## src/rtl/a2d_spi_intf.sv

```systemverilog
// a2d_spi_intf: SPI master for a 12-bit ADC.
// One conversion is two 16-bit frames: frame 1 sends the channel command,
// frame 2 resends it and clocks back the conversion result. SCLK is clk/32.
module a2d_spi_intf #(
  parameter int GAP_CLKS = 32
) (
  input  logic        clk,
  input  logic        rst,
  input  logic        strt_cnv,
  input  logic [2:0]  chnnl,
  input  logic        MISO,
  output logic        SS_n,
  output logic        SCLK,
  output logic        MOSI,
  output logic        cnv_cmplt,
  output logic [11:0] res
);

  typedef enum logic [2:0] {
    IDLE = 3'd0,
    FRM1 = 3'd1,
    GAP  = 3'd2,
    FRM2 = 3'd3,
    DONE = 3'd4
  } state_t;

  // Gap counter starts at 0 on the edge SS_n rises; FRM2 is entered one
  // edge before SS_n falls again, so the terminal count is GAP_CLKS-2.
  localparam logic [7:0] GAP_LAST  = 8'(GAP_CLKS - 2);
  // Divider preload puts SCLK high, then the first fall comes 9 clks later.
  localparam logic [4:0] DIV_LOAD  = 5'b10111;
  localparam logic [4:0] DIV_RISE  = 5'b01111;
  localparam logic [4:0] DIV_END   = 5'b11110;
  localparam logic [4:0] RISES_FRM = 5'd16;

  state_t      r_state;
  logic [2:0]  r_ch;
  logic [15:0] r_shft;
  logic [4:0]  r_div;
  logic [4:0]  r_rise;
  logic [7:0]  r_gap;
  logic        r_start;
  logic        r_ss_n;
  logic        r_cmplt;
  logic [11:0] r_res;

  logic        w_rise;
  logic        w_frm_end;

  assign w_rise    = (r_div == DIV_RISE);
  assign w_frm_end = (r_div == DIV_END) && (r_rise == RISES_FRM);

  // Transaction FSM: frame sequencing, SCLK divider, shifting and result capture.
  always_ff @(posedge clk or posedge rst) begin
    if (rst) begin
      r_state <= IDLE;
      r_ch    <= 3'b000;
      r_shft  <= 16'h0000;
      r_div   <= 5'd0;
      r_rise  <= 5'd0;
      r_gap   <= 8'd0;
      r_start <= 1'b0;
      r_ss_n  <= 1'b1;
      r_cmplt <= 1'b0;
      r_res   <= 12'h000;
    end else begin
      case (r_state)
        IDLE, DONE: begin
          if (strt_cnv) begin
            r_ch    <= chnnl;
            r_shft  <= {2'b00, chnnl, 11'h000};
            r_cmplt <= 1'b0;
            r_start <= 1'b1;
            r_state <= FRM1;
          end
        end
        FRM1, FRM2: begin
          if (r_start) begin
            // Frame start: drop SS_n one edge after the command is loaded.
            r_start <= 1'b0;
            r_ss_n  <= 1'b0;
            r_div   <= DIV_LOAD;
            r_rise  <= 5'd0;
          end else begin
            r_div <= r_div + 5'd1;
            if (w_rise) begin
              r_shft <= {r_shft[14:0], MISO};
              r_rise <= r_rise + 5'd1;
            end
            if (w_frm_end) begin
              r_ss_n <= 1'b1;
              if (r_state == FRM1) begin
                r_gap   <= 8'd0;
                r_state <= GAP;
              end else begin
                r_res   <= r_shft[11:0];
                r_cmplt <= 1'b1;
                r_state <= DONE;
              end
            end
          end
        end
        GAP: begin
          if (r_gap == GAP_LAST) begin
            r_shft  <= {2'b00, r_ch, 11'h000};
            r_start <= 1'b1;
            r_state <= FRM2;
          end else begin
            r_gap <= r_gap + 8'd1;
          end
        end
        default: begin
          r_state <= IDLE;
          r_ss_n  <= 1'b1;
        end
      endcase
    end
  end

  assign SS_n      = r_ss_n;
  assign SCLK      = r_ss_n | r_div[4];
  assign MOSI      = r_shft[15];
  assign cnv_cmplt = r_cmplt;
  assign res       = r_res;

endmodule

```

## config.mk

```make
export PLATFORM = sky130hd
export DESIGN_NAME = a2d_spi_intf
export DESIGN_NICKNAME = d
export VERILOG_FILES = /design/src/rtl/a2d_spi_intf.sv
export SDC_FILE = /design/constraint.sdc
export NUM_CORES = 1
export LEC_CHECK = 0
export BUFFER_PORTS_ARGS = -buffer_cell sky130_fd_sc_hd__buf_2
export CORE_MARGIN = 1
export CORE_UTILIZATION = 29
export DETAILED_ROUTE_END_ITERATION = 12
export SLEW_MARGIN = 25
export SYNTH_ARGS = -nofsm -noshare
export SYNTH_HDL_FRONTEND = slang
export SYNTH_SLANG_ARGS = --single-unit
```

## constraint.sdc

```tcl
create_clock -name clk -period 5 [get_ports clk]
set_clock_uncertainty 0.05 [all_clocks]
set_input_delay 0.5 -clock clk [delete_from_list [all_inputs] [get_ports clk]]
set_output_delay 0.5 -clock clk [all_outputs]
set_load 0.02 [all_outputs]
```

==> out/results.md, run 1 <==
Status
- result of the run: finished clean

Floorplanning
- Core Box Area: 0.00838 mm2
- Initial Util: 30.7%
- Chip Height: 96.2 um
- width of the die: 96.2 um
- number of rows created at floorplan: 33
- I/O Pins: 23
- Die Footprint: 0.00925 mm2

Placed design
- Cell Area, Placed: 0.00276 mm2
- final estimated routing congestion in global placement: 0.755
- placement-stage worst setup slack: 2.70 ns
- buffers added on ports: 22
- placed cells: 336
- DPL Wire Length: 3.24 mm

Clocking
- htree depth: 2
- clock latency of the later-clocked register in the worst-skew pair: 0.30 ns
- number of cells upsized or downsized after cts: 0
- buffers inserted during post-CTS setup optimization: 0
- clock-pin slew on the worst setup and hold paths: 0.10 ns
- root buffer cell: clkbuf_8
- Num CTS Buffers: 5
- clock sink count: 55
- CTS tree: built
- cts-stage hold buffer count: 0
- buffers from clock root to sink, at most: 2

STA
- unrepaired setup endpoints after global routing: false
- clock period minus worst slack: 2.28 ns
- Final TNS setup: 0 ns
- Tightest Pin Transition: 0.706 ns
- final count of hold timing violations: 0
- worst relative slew slack: 52.8%
- min setup slack post-route: 2.72 ns
- fin. max-slew vios: 0
- crit share post-route: 45.6%
- Max Fclk: 438 MHz
- final setup violating endpoints: 0
- Worst Hold Margin: 0.309 ns

Layout
- fraction of final layout cells sized beyond drive strength 1: 26.8%
- Final Util: 34.2%
- filler instances: 856
- fin area: 0.00286 mm2
- area taken by multi-input logic gates: 0.00110 mm2
- Non-Filler Instances: 344
- Net count, final: 252
- antenna fix cells: 0
- Layout Area Growth over Synthesis: 11.3%
- storage element area: 0.00138 mm2

Critical path
- Stages on worst setup path: 3
- CP required: 5.15 ns
- slowest cell on the critical path: dfrtp_1
- cell count of the worst reg-to-reg path: 3
- CP Data Arrival Time: 2.43 ns
- reg-to-reg critical path startpoint: r_state[0]
- family with the most delay on the worst path: simple AND/OR/NAND/NOR gates
- Critical Path Source: r_state[0]
- Setup crit start kind: register
- number of buffer and inverter instances along the worst setup path: 0
- Worst Path Class, Setup: register to register
- largest driver fanout on the critical path: 15
- Crit Reg-Reg Endpoint: res[0]
- critical-path cell list: nor3b_2 -> nand3_1 -> mux2_2
- Critical Path End: res[0]
- delay of the slowest critical-path stage: 0.64 ns
- critical path endpoint category: register
- minimum setup slack among reg-to-reg paths: 2.72 ns

GRT
- vias in the first global route: 1695
- remaining global-route overflow: 0
- pin count of the biggest net entering global routing: 56
- initial antenna violation count: 0
- overall routing resource usage: 11.6%
- wire length of the first global-routing pass: 8.25 mm

Power and ir drop
- total leakage power: 1.36 nW
- power density cells: 337 mW/mm2
- largest vdd supply drop: 0.145 mV
- overall power consumption: 0.965 mW

Synth
- Post-Syn Area per Cell: 11.7 um2
- top-count cell post-synth: dfrtp_1
- number of instances in the synthesized netlist: 219
- number of storage elements in the synthesis netlist: 55
- top cells by instance count after synthesis: dfrtp_1, mux2_2, nor2_1, o21ai_0, a22o_1
- fraction of synthesized cell area taken by the top area cell type: 52.6%
- number of warning messages in the yosys log: 0
- most area-hungry cell type in the Yosys netlist: dfrtp_1
- cells taking the most area after synthesis: dfrtp_1, mux2_2, a22o_1, ha_1, o21ai_0
- sequential share of the synthesized area: 53.6%
- synthesized area: 0.00257 mm2
- share of synthesized flip-flops with an asynchronous set or reset: 100%
- Synth cell types: 50
- post-synthesis net count: 233
- dominant register cell in the synthesized netlist: dfrtp_1
- number of enable-type register cells in the synthesized netlist: 0

Route
- wire length after detailed routing: 4.78 mm
- average via count per standard cell: 4.94
- routed len/inst: 13.9 um
- overall via count from detail_route: 1699
- number of violations reported at the end of detailed-routing iteration 0: 54
- detailed-router iteration count before antenna repair: 4
- antenna viol nets, final: 0
- Post-route DRC: 0

Flow run
- Max Cap Violations: 0

Worst hold path
- path category of the worst min-delay check: primary input to async pin

## kinds of logic (layout without fill, tap and decap cells)
kind of cell | count (synthesis) | count (layout) | synth area share, %
multiplexers | 21 | 21 | 9.54
adder cells (fa/ha/maj) | 7 | 7 | 3.41
AND/OR/NAND/NOR | 59 | 59 | 14.1
buffers and inverters | 21 | 41 | 3.80
XOR/XNOR | 4 | 4 | 1.36
flip-flops | 55 | 55 | 53.6
AO/OA/AOI/OAI | 52 | 52 | 14.2
## worst min path at each step
stage / to / depth (start not counted) / start / slack (ns)
after floorplan: r_shft[14] / 1 / r_shft[14] / 0.42
after global placement: res[0] / 1 / res[0] / 0.44
after detailed placement: r_shft[15] / 1 / r_shft[15] / 0.44
after CTS: r_state[2] / 2 / strt_cnv / 0.33
after global routing: r_state[2] / 2 / strt_cnv / 0.33
final: r_shft[15] / 3 / rst / 0.31
## worst min-delay path, delay by kind of cell
kind	cells	cell delay, ns
buffers and inverters	3	0.67
## flip-flops by register name, summed over array words and instances, names as in the netlist
signal,count
SS_n,1
cnv_cmplt,1
r_ch,3
r_div,5
r_gap,8
r_rise,5
r_shft,16
r_start,1
r_state,3
res,12
## report_power, final
| part | total (mW) | switching [mW] | internal [mW] | leakage [nW] |
|---|---|---|---|---|
| logic | 0.158 | 0.0833 | 0.0749 | 0.565 |
| clock network | 0.270 | 0.153 | 0.117 | 0.0533 |
| registers | 0.536 | 0.0440 | 0.492 | 0.737 |
## area by class of cell
class	instances	share of cell area, %
Timing Repair Buffer	23	4.11
Clock buffer	6	2.88
Tap cell	105	4.59
Multi-Input combinational cell	143	38.3
Sequential cell	55	48.1
Clock inverter	2	0.699
Inverter	10	1.31
## layout by cell type, fill, tap and decap left out, types with 8 or more instances in the layout
master and n:
a21oi_1 9, buf_2 22, nor2_1 13, dfrtp_1 54
a22o_1 11, nand2_1 10, inv_1 9, nand3_1 8
o21ai_0 12, mux2_2 16
## per-layer routing
metal	share of wire (%)	up-vias	GRT usage (%)
li1	-	828	-
met1	48	841	15.2
met2	48	26	19.1
met3	3.3	4	2.53
met4	0.54	0	3.36
met5	0	-	0
No activity file was read; power rests on OpenSTA's default activity.
==> inputs of run 2 (changes only) <==
==> constraint.sdc (replaced) <==
create_clock -name clk -period 2.1 [get_ports clk]
set_clock_uncertainty 0.05 [all_clocks]
set_input_delay 0.21 -clock clk [delete_from_list [all_inputs] [get_ports clk]]
set_output_delay 0.21 -clock clk [all_outputs]
set_load 0.02 [all_outputs]
==> run 2 against run 1 <==
  * Combinational power grew to 2.6 times the previous value
  * Largest power group unchanged
  * Maximum frequency is 16% higher
  * Wire length increased by 1.1%
  * Count of clock-buffer cells in the layout decreased by 1
  * Non-clock buffer count increased by 13
==> out/results.md, run 2 (synthesis gave the netlist of run 1 again) <==
Status
- result of the run: finished clean

Clocking
- clock latency of the later-clocked register in the worst-skew pair: 0.32 ns
- buffers from clock root to sink, at most: 2
- clock-pin slew on the worst setup and hold paths: 0.10 ns
- Num CTS Buffers: 5
- htree depth: 2
- CTS tree: built
- root buffer cell: clkbuf_8
- clock sink count: 55

Flow run
- Max Cap Violations: 0

Worst hold path
- number of stages on the worst hold path: 2
- critical hold path startpoint: strt_cnv
- path category of the worst min-delay check: primary input to register
- sink of the worst hold path: r_state[2]

Route
- average via count per standard cell: 4.88
- Post-route DRC: 0
- wire length after detailed routing: 4.83 mm
- number of violations reported at the end of detailed-routing iteration 0: 109
- overall via count from detail_route: 1742
- detailed-router iteration count before antenna repair: 5
- routed len/inst: 13.5 um
- antenna viol nets, final: 0

Power and ir drop
- total leakage power: 1.44 nW
- clock power share: 30.6%
- power density cells: 808 mW/mm2
- switching share of total power: 28.2%
- share of total power in combinational logic: 17.0%
- register share of total power: 52.4%
- switching power: 0.684 mW
- largest vdd supply drop: 0.415 mV
- internal power summed over all cells: 1.74 mW

Critical path
- largest driver fanout on the critical path: 5
- minimum setup slack among reg-to-reg paths: 0.13 ns
- cell count of the worst reg-to-reg path: 7
- critical path endpoint category: register
- Crit Reg-Reg Endpoint: r_shft[9]
- CP required: 2.26 ns
- Worst Path Class, Setup: register to register
- delay of the slowest critical-path stage: 0.50 ns
- critical-path cell list: inv_1 -> ha_1 -> or4b_4 -> o21ai_4 -> nand3_4 -> buf_4 -> a22o_2
- CP Data Arrival Time: 2.13 ns
- slowest cell on the critical path: or4b_4
- reg-to-reg critical path startpoint: r_gap[0]
- Setup crit start kind: register

GRT
- overall routing resource usage: 11.9%
- pin count of the biggest net entering global routing: 39
- wire length of the first global-routing pass: 8.47 mm
- remaining global-route overflow: 0
- vias in the first global route: 1755
- initial antenna violation count: 0

STA
- fin. max-slew vios: 0
- Worst Hold Margin: 0.0299 ns
- Tightest Pin Transition: 0.449 ns
- unrepaired setup endpoints after global routing: false
- final setup violating endpoints: 0
- min setup slack post-route: 0.133 ns
- final count of hold timing violations: 0
- worst relative slew slack: 69.9%
- clock period minus worst slack: 1.97 ns
- crit share post-route: 93.7%
- Max Fclk: 508 MHz
- Final TNS setup: 0 ns

Layout
- filler instances: 831
- most common cell after layout, fill and taps aside: dfrtp_1
- Layout Area Growth over Synthesis: 16.9%
- most frequent cells in the layout: dfrtp_1, buf_2, mux2_2
- antenna fix cells: 0
- flip-flop count of the largest register after layout: 16
- Final Util: 35.9%
- largest register by flop count: r_shft
- fraction of final layout cells sized beyond drive strength 1: 30.6%
- Net count, final: 265

Floorplanning
- number of rows created at floorplan: 33
- Initial Util: 30.7%
- I/O Pins: 23
- Chip Height: 96.2 um
- width of the die: 96.2 um
- Die Footprint: 0.00925 mm2
- Core Box Area: 0.00838 mm2

Placed design
- final estimated routing congestion in global placement: 0.753
- DPL Wire Length: 3.30 mm
- placement-stage worst setup slack: 0.0927 ns
- buffers added on ports: 22

run 2: cell count changes in the layout (fill, tap and decap cells not counted):
cell,change
and2_1,-1
and2_2,+1
buf_12,+2
buf_4,+10
bufinv_16,+1
clkbuf_8,-1
clkinv_4,-1
dlygate4sd3_1,+1
inv_6,+1
run 2: critical path: cells and delay by family (launching register included):
kind,cells,cell delay (ns)
simple gates,2,0.65
compound gates,2,0.41
buf+inv,2,0.24
flops,1,0.39
fa+ha+maj,1,0.13
run 2: final cells by class:
cell class | instances | area [um2] | share of cell area (%)
flip-flops and latches | 55 | 1380 | 45.8
multi-input cells | 143 | 1100 | 36.5
repair buffers | 36 | 243 | 8.08
well taps | 105 | 131 | 4.37
clock buffers | 5 | 68.8 | 2.29
clock inverters | 3 | 50.0 | 1.67
inverters | 10 | 37.5 | 1.25
run 2: power by group through the flow:
stage	sequential [mW]	combinational, mW	clock, mW
after floorplan	1.26	0.322	0
after global placement	1.29	0.387	0
after detailed placement	1.29	0.397	0
after CTS	1.27	0.400	0.773
after global routing	1.29	0.474	0.814
final	1.27	0.412	0.744
run 2: timing repair:
| action | CTS | global route |
|---|---|---|
| endpoints found under the setup margin | 0 | 18 |
| buffers inserted | 0 | 2 |
| resized for setup | 0 | 1 |
| endpoints found under the hold margin | 17 | 0 |
| hold buffers | 1 | 0 |
run 2: per-layer routing:
layer | GRT usage (%) | part of all wire (%) | wire [um] | vias up
met5 | 0 | 0 | 0 | -
met4 | 4.48 | 1.5 | 71 | 0
met3 | 2.76 | 3.3 | 161 | 7
met2 | 18.8 | 46 | 2220 | 26
met1 | 15.8 | 49 | 2380 | 854
li1 | - | - | - | 855
run 2: worst max-delay path by stage:
stage	start	endpoint	slack [ns]	cells past startpoint
after floorplan	r_gap[0]	r_shft[8]	0.18	7
after global placement	r_gap[0]	r_shft[13]	0.12	6
after detailed placement	r_gap[0]	r_shft[11]	0.09	6
after CTS	r_gap[0]	r_shft[12]	0.07	6
after global routing	r_div[0]	res[8]	0.03	7
final	r_gap[0]	r_shft[9]	0.13	7
run 2: metrics by stage:
stage	std cells	instance area (um2)	total power, mW
2_1_floorplan	219	2570	1.58
4_1_cts	355	2980	2.44
3_5_place_dp	346	2850	1.69
3_3_place_gp	346	2850	1.68
6_report	357	3010	2.43
5_1_grt	357	3010	2.58
